==> src/rtl/id_ex_register_pkg.sv <==
// Shared decode constants for the ID, ID/EX latch and ALU control stages.
// Holds op-class encodings, operand-select codes and default bus widths.
package id_ex_register_pkg;

  localparam int DEF_BUS_SIZE            = 32;
  localparam int DEF_REG_ADDR_WIDTH      = 5;
  localparam int DEF_ALU_OP_BUS_WIDTH    = 3;
  localparam int DEF_ALU_FUNCT_BUS_WIDTH = 6;

  // UNDEFINED is deliberately not R_TYPE so a bubble decodes as NOP
  localparam logic [2:0] CODE_ALU_CTR_LOAD_STORE = 3'b000;
  localparam logic [2:0] CODE_ALU_CTR_R_TYPE     = 3'b001;
  localparam logic [2:0] CODE_ALU_CTR_ADDI       = 3'b010;
  localparam logic [2:0] CODE_ALU_CTR_ANDI       = 3'b011;
  localparam logic [2:0] CODE_ALU_CTR_ORI        = 3'b100;
  localparam logic [2:0] CODE_ALU_CTR_XORI       = 3'b101;
  localparam logic [2:0] CODE_ALU_CTR_SLTI       = 3'b110;
  localparam logic [2:0] CODE_ALU_CTR_UNDEFINED  = 3'b111;

  localparam logic [1:0] ALU_SRC_B_DATA   = 2'd0;
  localparam logic [1:0] ALU_SRC_B_EXT    = 2'd1;
  localparam logic [1:0] ALU_SRC_B_CONST4 = 2'd2;

  localparam logic [1:0] REG_DST_RT  = 2'd0;
  localparam logic [1:0] REG_DST_RD  = 2'd1;
  localparam logic [1:0] REG_DST_R31 = 2'd2;

  localparam logic [1:0] MEM_MASK_BYTE = 2'd0;
  localparam logic [1:0] MEM_MASK_HALF = 2'd1;
  localparam logic [1:0] MEM_MASK_WORD = 2'd2;

endpackage

==> src/rtl/id_ex_register.sv <==
// ID/EX pipeline latch with freeze, bubble insertion and a valid tag.
// Priority per edge: reset > freeze (enable low) > flush > load.
module id_ex_register
  import id_ex_register_pkg::*;
#(
  parameter int BUS_SIZE            = DEF_BUS_SIZE,
  parameter int REG_ADDR_WIDTH      = DEF_REG_ADDR_WIDTH,
  parameter int ALU_OP_BUS_WIDTH    = DEF_ALU_OP_BUS_WIDTH,
  parameter int ALU_FUNCT_BUS_WIDTH = DEF_ALU_FUNCT_BUS_WIDTH
) (
  input  logic                           i_clk,
  input  logic                           i_reset,
  input  logic                           i_enable,
  input  logic                           i_flush,
  input  logic [BUS_SIZE-1:0]            i_pc_next,
  input  logic [BUS_SIZE-1:0]            i_data_a,
  input  logic [BUS_SIZE-1:0]            i_data_b,
  input  logic [BUS_SIZE-1:0]            i_extension,
  input  logic [REG_ADDR_WIDTH-1:0]      i_shamt,
  input  logic [REG_ADDR_WIDTH-1:0]      i_rs,
  input  logic [REG_ADDR_WIDTH-1:0]      i_rt,
  input  logic [REG_ADDR_WIDTH-1:0]      i_rd,
  input  logic [ALU_FUNCT_BUS_WIDTH-1:0] i_funct,
  input  logic [ALU_OP_BUS_WIDTH-1:0]    i_alu_op,
  input  logic                           i_alu_src_a,
  input  logic [1:0]                     i_alu_src_b,
  input  logic [1:0]                     i_reg_dst,
  input  logic                           i_mem_rd,
  input  logic                           i_mem_wr,
  input  logic                           i_wb,
  input  logic                           i_mem_to_reg,
  input  logic [1:0]                     i_mem_mask,
  input  logic                           i_unsigned,
  input  logic                           i_halt,
  output logic [BUS_SIZE-1:0]            o_pc_next,
  output logic [BUS_SIZE-1:0]            o_data_a,
  output logic [BUS_SIZE-1:0]            o_data_b,
  output logic [BUS_SIZE-1:0]            o_extension,
  output logic [REG_ADDR_WIDTH-1:0]      o_shamt,
  output logic [REG_ADDR_WIDTH-1:0]      o_rs,
  output logic [REG_ADDR_WIDTH-1:0]      o_rt,
  output logic [REG_ADDR_WIDTH-1:0]      o_rd,
  output logic [ALU_FUNCT_BUS_WIDTH-1:0] o_funct,
  output logic [ALU_OP_BUS_WIDTH-1:0]    o_alu_op,
  output logic                           o_alu_src_a,
  output logic [1:0]                     o_alu_src_b,
  output logic [1:0]                     o_reg_dst,
  output logic                           o_mem_rd,
  output logic                           o_mem_wr,
  output logic                           o_wb,
  output logic                           o_mem_to_reg,
  output logic [1:0]                     o_mem_mask,
  output logic                           o_unsigned,
  output logic                           o_halt,
  output logic                           o_valid
);

  // Bubble bundle: every field zero except the op class, which must not decode as R-type
  localparam logic [BUS_SIZE-1:0]            BUBBLE_DATA   = '0;
  localparam logic [REG_ADDR_WIDTH-1:0]      BUBBLE_ADDR   = '0;
  localparam logic [ALU_FUNCT_BUS_WIDTH-1:0] BUBBLE_FUNCT  = '0;
  localparam logic [ALU_OP_BUS_WIDTH-1:0]    BUBBLE_ALU_OP = ALU_OP_BUS_WIDTH'(CODE_ALU_CTR_UNDEFINED);
  localparam logic [1:0]                     BUBBLE_SEL    = 2'd0;

  logic w_load_bubble;
  assign w_load_bubble = i_reset || (i_enable && i_flush);

  always_ff @(posedge i_clk) begin
    if (w_load_bubble) begin
      o_pc_next    <= BUBBLE_DATA;
      o_data_a     <= BUBBLE_DATA;
      o_data_b     <= BUBBLE_DATA;
      o_extension  <= BUBBLE_DATA;
      o_shamt      <= BUBBLE_ADDR;
      o_rs         <= BUBBLE_ADDR;
      o_rt         <= BUBBLE_ADDR;
      o_rd         <= BUBBLE_ADDR;
      o_funct      <= BUBBLE_FUNCT;
      o_alu_op     <= BUBBLE_ALU_OP;
      o_alu_src_a  <= 1'b0;
      o_alu_src_b  <= BUBBLE_SEL;
      o_reg_dst    <= BUBBLE_SEL;
      o_mem_rd     <= 1'b0;
      o_mem_wr     <= 1'b0;
      o_wb         <= 1'b0;
      o_mem_to_reg <= 1'b0;
      o_mem_mask   <= BUBBLE_SEL;
      o_unsigned   <= 1'b0;
      o_halt       <= 1'b0;
      o_valid      <= 1'b0;
    end else if (i_enable) begin
      o_pc_next    <= i_pc_next;
      o_data_a     <= i_data_a;
      o_data_b     <= i_data_b;
      o_extension  <= i_extension;
      o_shamt      <= i_shamt;
      o_rs         <= i_rs;
      o_rt         <= i_rt;
      o_rd         <= i_rd;
      o_funct      <= i_funct;
      o_alu_op     <= i_alu_op;
      o_alu_src_a  <= i_alu_src_a;
      o_alu_src_b  <= i_alu_src_b;
      o_reg_dst    <= i_reg_dst;
      o_mem_rd     <= i_mem_rd;
      o_mem_wr     <= i_mem_wr;
      o_wb         <= i_wb;
      o_mem_to_reg <= i_mem_to_reg;
      o_mem_mask   <= i_mem_mask;
      o_unsigned   <= i_unsigned;
      o_halt       <= i_halt;
      o_valid      <= 1'b1;
    end
  end

endmodule

==> config.mk <==
export PLATFORM = sky130hd
export DESIGN_NAME = id_ex_register
export DESIGN_NICKNAME = d
export VERILOG_FILES = /design/src/rtl/id_ex_register_pkg.sv /design/src/rtl/id_ex_register.sv
export SDC_FILE = /design/constraint.sdc
export NUM_CORES = 1
export LEC_CHECK = 0
export CAP_MARGIN = 20
export CORE_ASPECT_RATIO = 0.9
export CORE_MARGIN = 2
export CORE_UTILIZATION = 42
export CTS_CLUSTER_SIZE = 10
export DETAILED_ROUTE_END_ITERATION = 8
export MAX_ROUTING_LAYER = met4
export PLACE_DENSITY = 0.8
export SYNTH_ARGS = -nofsm -noshare
export SYNTH_HDL_FRONTEND = slang
export SYNTH_SLANG_ARGS = --single-unit
==> constraint.sdc <==
create_clock -name i_clk -period 1.1 [get_ports i_clk]
set_input_delay 0.22 -clock i_clk [delete_from_list [all_inputs] [get_ports i_clk]]
set_output_delay 0.22 -clock i_clk [all_outputs]
set_load 0.005 [all_outputs]
Word-level counts from Yosys, hierarchy flattened
Index checks and enable logic that the tools add are counted.
{"block": "word_totals", "register_bits": 171, "mem_bits_rw": 0, "input_bits": 174, "rom_bits": 0, "wordCells": 23, "memories": 0, "latchBits": 0, "out_inout_bits": 171}
{"block": "classes", "order_cmp": 0, "bitwise_logic": 0, "n_mul": 0, "n_eq_ne": 0, "add_sub_neg": 0, "reduce_logical": 2, "n_shift": 0, "n_mux": 0, "div": 0}
{"cell": "1-bit logical AND", "n": 1}
{"cell": "1-bit logical OR", "n": 1}

Depth between registers and ports, before layout
{"block": "depth", "ltp_word": 2, "ltp_mapped": 5, "depth_no_buf": 2}

Least setup slack after synthesis
Ideal clock, no wire load.
{"block": "synth_timing", "kind": "input port to flip-flop", "start": "input port i_flush", "end": "register o_funct[3]", "arrival_time_ns": 0.952, "slack_ns": 0.059, "required_time_ns": 1.012, "path_stages": 5, "setup_ns": 0.088, "path_cell_list": "or2_1 > buf_2 > buf_6 > buf_6 > o32ai_2"}
{"block": "synth_via", "elab_chain_cells": 2}
{"element": "from (decl)", "line": "id_ex_register.sv:14", "source": "input logic i_flush,"}
{"element": "1-bit logical AND", "line": "id_ex_register.sv:66", "source": "assign w_load_bubble = i_reset || (i_enable && i_flush);"}
{"element": "1-bit logical OR", "line": "id_ex_register.sv:66"}
{"element": "to (signal assigned)", "line": "id_ex_register.sv:100", "source": "o_funct <= i_funct;"}
{"element": "to (decl)", "line": "id_ex_register.sv:43", "source": "output logic [ALU_FUNCT_BUS_WIDTH-1:0] o_funct,"}
Every way passes these cells.
A chain may end at the register's enable or synchronous reset.

Worst setup path after layout
{"block": "layout_timing", "start": "register o_data_b[19]", "end": "output port o_data_b[19]"}
{"element": "from (decl)", "line": "id_ex_register.sv:37", "source": "output logic [BUS_SIZE-1:0] o_data_b,"}
{"element": "from (signal assigned)", "line": "id_ex_register.sv:94", "source": "o_data_b <= i_data_b;"}
No word-level cell between the ends.

==> impl_metrics.ini <==
[place]
dp_slack_ps = -566
dpl.hpwl_mm = 15.3
portBuffers = 344
gp_congestion = 0.779
place_area_sq_um = 11200

[layout]
diodes = 0
drive_gt1_share_pct = 48.9
synthToLayoutAreaGrowth_pct = 62.7
regArea_sq_um = 3640
fillers = 1245
multi_input_area_sq_um = 2990
nets = 1281
final_area_sq_um = 12200

[critical_path]
path_max_fanout = 2
worstSetupStartpointType = register
crit_type = register to output pin
worstSetupStartpoint = o_data_b[19]
slowest_stage = dfxtp_2
cp_top_family = flip-flops
crit_arrival_ps = 880
crit_path_cell_trace = buf_6
slowest_delay_ps = 360
cp-end-kind = output pin
required_ps = 880
timing.rr.start = o_reg_dst[1]
timing.critical_path.buf_inv = 1

[global_routing]
met2_usage_pct = 38.8
use_met3_pct = 7.50
antenna_found_initial = 0
grt_busiest_layer = met2
grt-ovfl-total = 0
grt_pass1_wl_mm = 33.3
met1_usage_pct = 25.7
grt_usage_pct = 22.8
grt_max_degree = 54
grt_pass1_vias = 6272

[cts]
clock_path_buffers = 2
root_buffer = clkbuf_16
cts_hold_buf = 0
cts.sinks = 171
cts_tree = yes
clkTransAtPathRegs_ps = 70
cts_inserted_buffers = 17
htreeDepth = 4
clock_latency_ps = 420

[floorplanning]
num_rows = 46
start_util_pct = 42.8
core_area_sq_um = 17600
die_y_um = 131
fp.dieW_um = 145
ioPinCount = 345
dieArea_sq_um = 19000

[synthesis]
synth_area_sq_um = 7510
yosysMostFrequentCell = dfxtp_1
synth_cells = 761
ys.flop_type = dfxtp_1
ys_ff_latch = 171
synth_common_cells = dfxtp_1 (171), inv_1 (170), nand2_1 (167)
synth_fp_nets = 935
synthTopCellsByArea = dfxtp_1 (46%), o32ai_2 (24%), inv_1 (8.5%)
netlist.area_leader.share_pct = 45.6
yosys.area.top_type = dfxtp_1
synth_edf_count = 0
ys_seq_area_share_pct = 45.6
syn_avg_cell_area_sq_um = 9.86
synth.distinct_cells = 13
yosysWarnings = 0
async_flop_share_pct = 0

[timing]
rsz0062_at_grt = true
fin_ws_ps = 1.12
timing_hold_violations_final = 0
fmax_mhz = 910
min_period_over_period_pct = 99.9
final.min_clock_period_ps = 1100
worst_pin_slew_ps = 429
finalMaxSlewViolations = 0
slew_headroom_pct = 71.4
final-setup-viol-count = 0
tns_ps = 0
skew_ps = 0

[drt]
vias_per_cell = 4.95
routed_wl_mm = 22.5
avgRoutedWirePerCell_um = 16.5
drt_iter0_markers = 297
drc = 0
num_vias = 6729
postRouteAntennaNets = 0
dr.pass1.iters = 6

[worst_hold_path]
hold_path_class = primary input to register
hp-start = i_flush

[job]
cap_violations = 0

[power]
p_leak_nw = 4.68
vdd_drop_max_mv = 1.02
p_per_area_nw_per_um2 = 1250

[run_status]
status = finished, final reports clean
-- kinds of logic after synthesis --
group           share of synthesized area, %
buf+inv                                 14.6
flops                                   45.6
compound gates                          31.0
simple gates                            8.73
-- cells in the final DEF, fill, tap and decap left out, drive strengths merged --
| cell | Yosys | routed |
|---|---|---|
| or2 | 1 | 1 |
| clkdlybuf4s50 | 0 | 170 |
| a211oi | 1 | 1 |
| a31oi | 3 | 3 |
| buf | 65 | 231 |
| clkinv | 0 | 2 |
| nor2 | 2 | 2 |
| dfxtp | 171 | 171 |
| o32ai | 167 | 167 |
| inv | 170 | 174 |
| clkinvlp | 0 | 4 |
| dlymetal6s2s | 0 | 1 |
| nand2 | 167 | 167 |
| bufinv | 0 | 2 |
| clkbuf | 11 | 20 |
| nor3 | 3 | 3 |
-- path summary, 6_finish.rpt --
path	to	slack, ps	depth (start not counted)
max	o_data_b[19]	1	1
min	o_valid	140	3
max reg2reg	o_reg_dst[1]	200	4
min reg2reg	o_alu_src_b[0]	470	2
-- worst min-delay path: stages --
cell and delay [ps]:
dlymetal6s2s_1 120, buf_4 130, a211oi_1 50
-- power breakdown --
group / internal (mW) / total [mW] / switching [mW]
logic: 1.45 / 2.51 / 1.06
registers: 6.49 / 6.65 / 0.162
clock network: 3.48 / 6.09 / 2.61
-- timing repair --
action | CTS | global route
endpoints found under the setup margin | 255 | 266
cloned | 1 | 1
resized for setup | 913 | 74
setup buffers | 11 | 12
pin swaps | 1 | 1
-- final cells by class --
class / instances / share of cell area (%)
multi-input combinational: 344 / 24.5
clock buffer: 19 / 3.71
tap: 240 / 2.46
timing repair buffer: 403 / 33.2
clock inverter: 12 / 1.13
sequential: 171 / 29.8
inverter: 170 / 5.23
-- per-layer routing --
layer	vias up	part of all wire, %
li1	3270	-
met1	3184	40
met2	250	51
met3	25	7.8
met4	0	1.9
met5	-	0
-- stage by stage --
stage	power (mW)	hold WS [ps]	util, %	std cells
finish	15.3	137	69.6	1359
global route	15.8	149	69.6	1359
CTS	15.2	136	66.4	1346
detailed placement	9.16	463	63.9	1303
global placement	9.13	457	63.9	1303
floorplan	7.78	319	-	761
(Power assumes the default switching activity.)
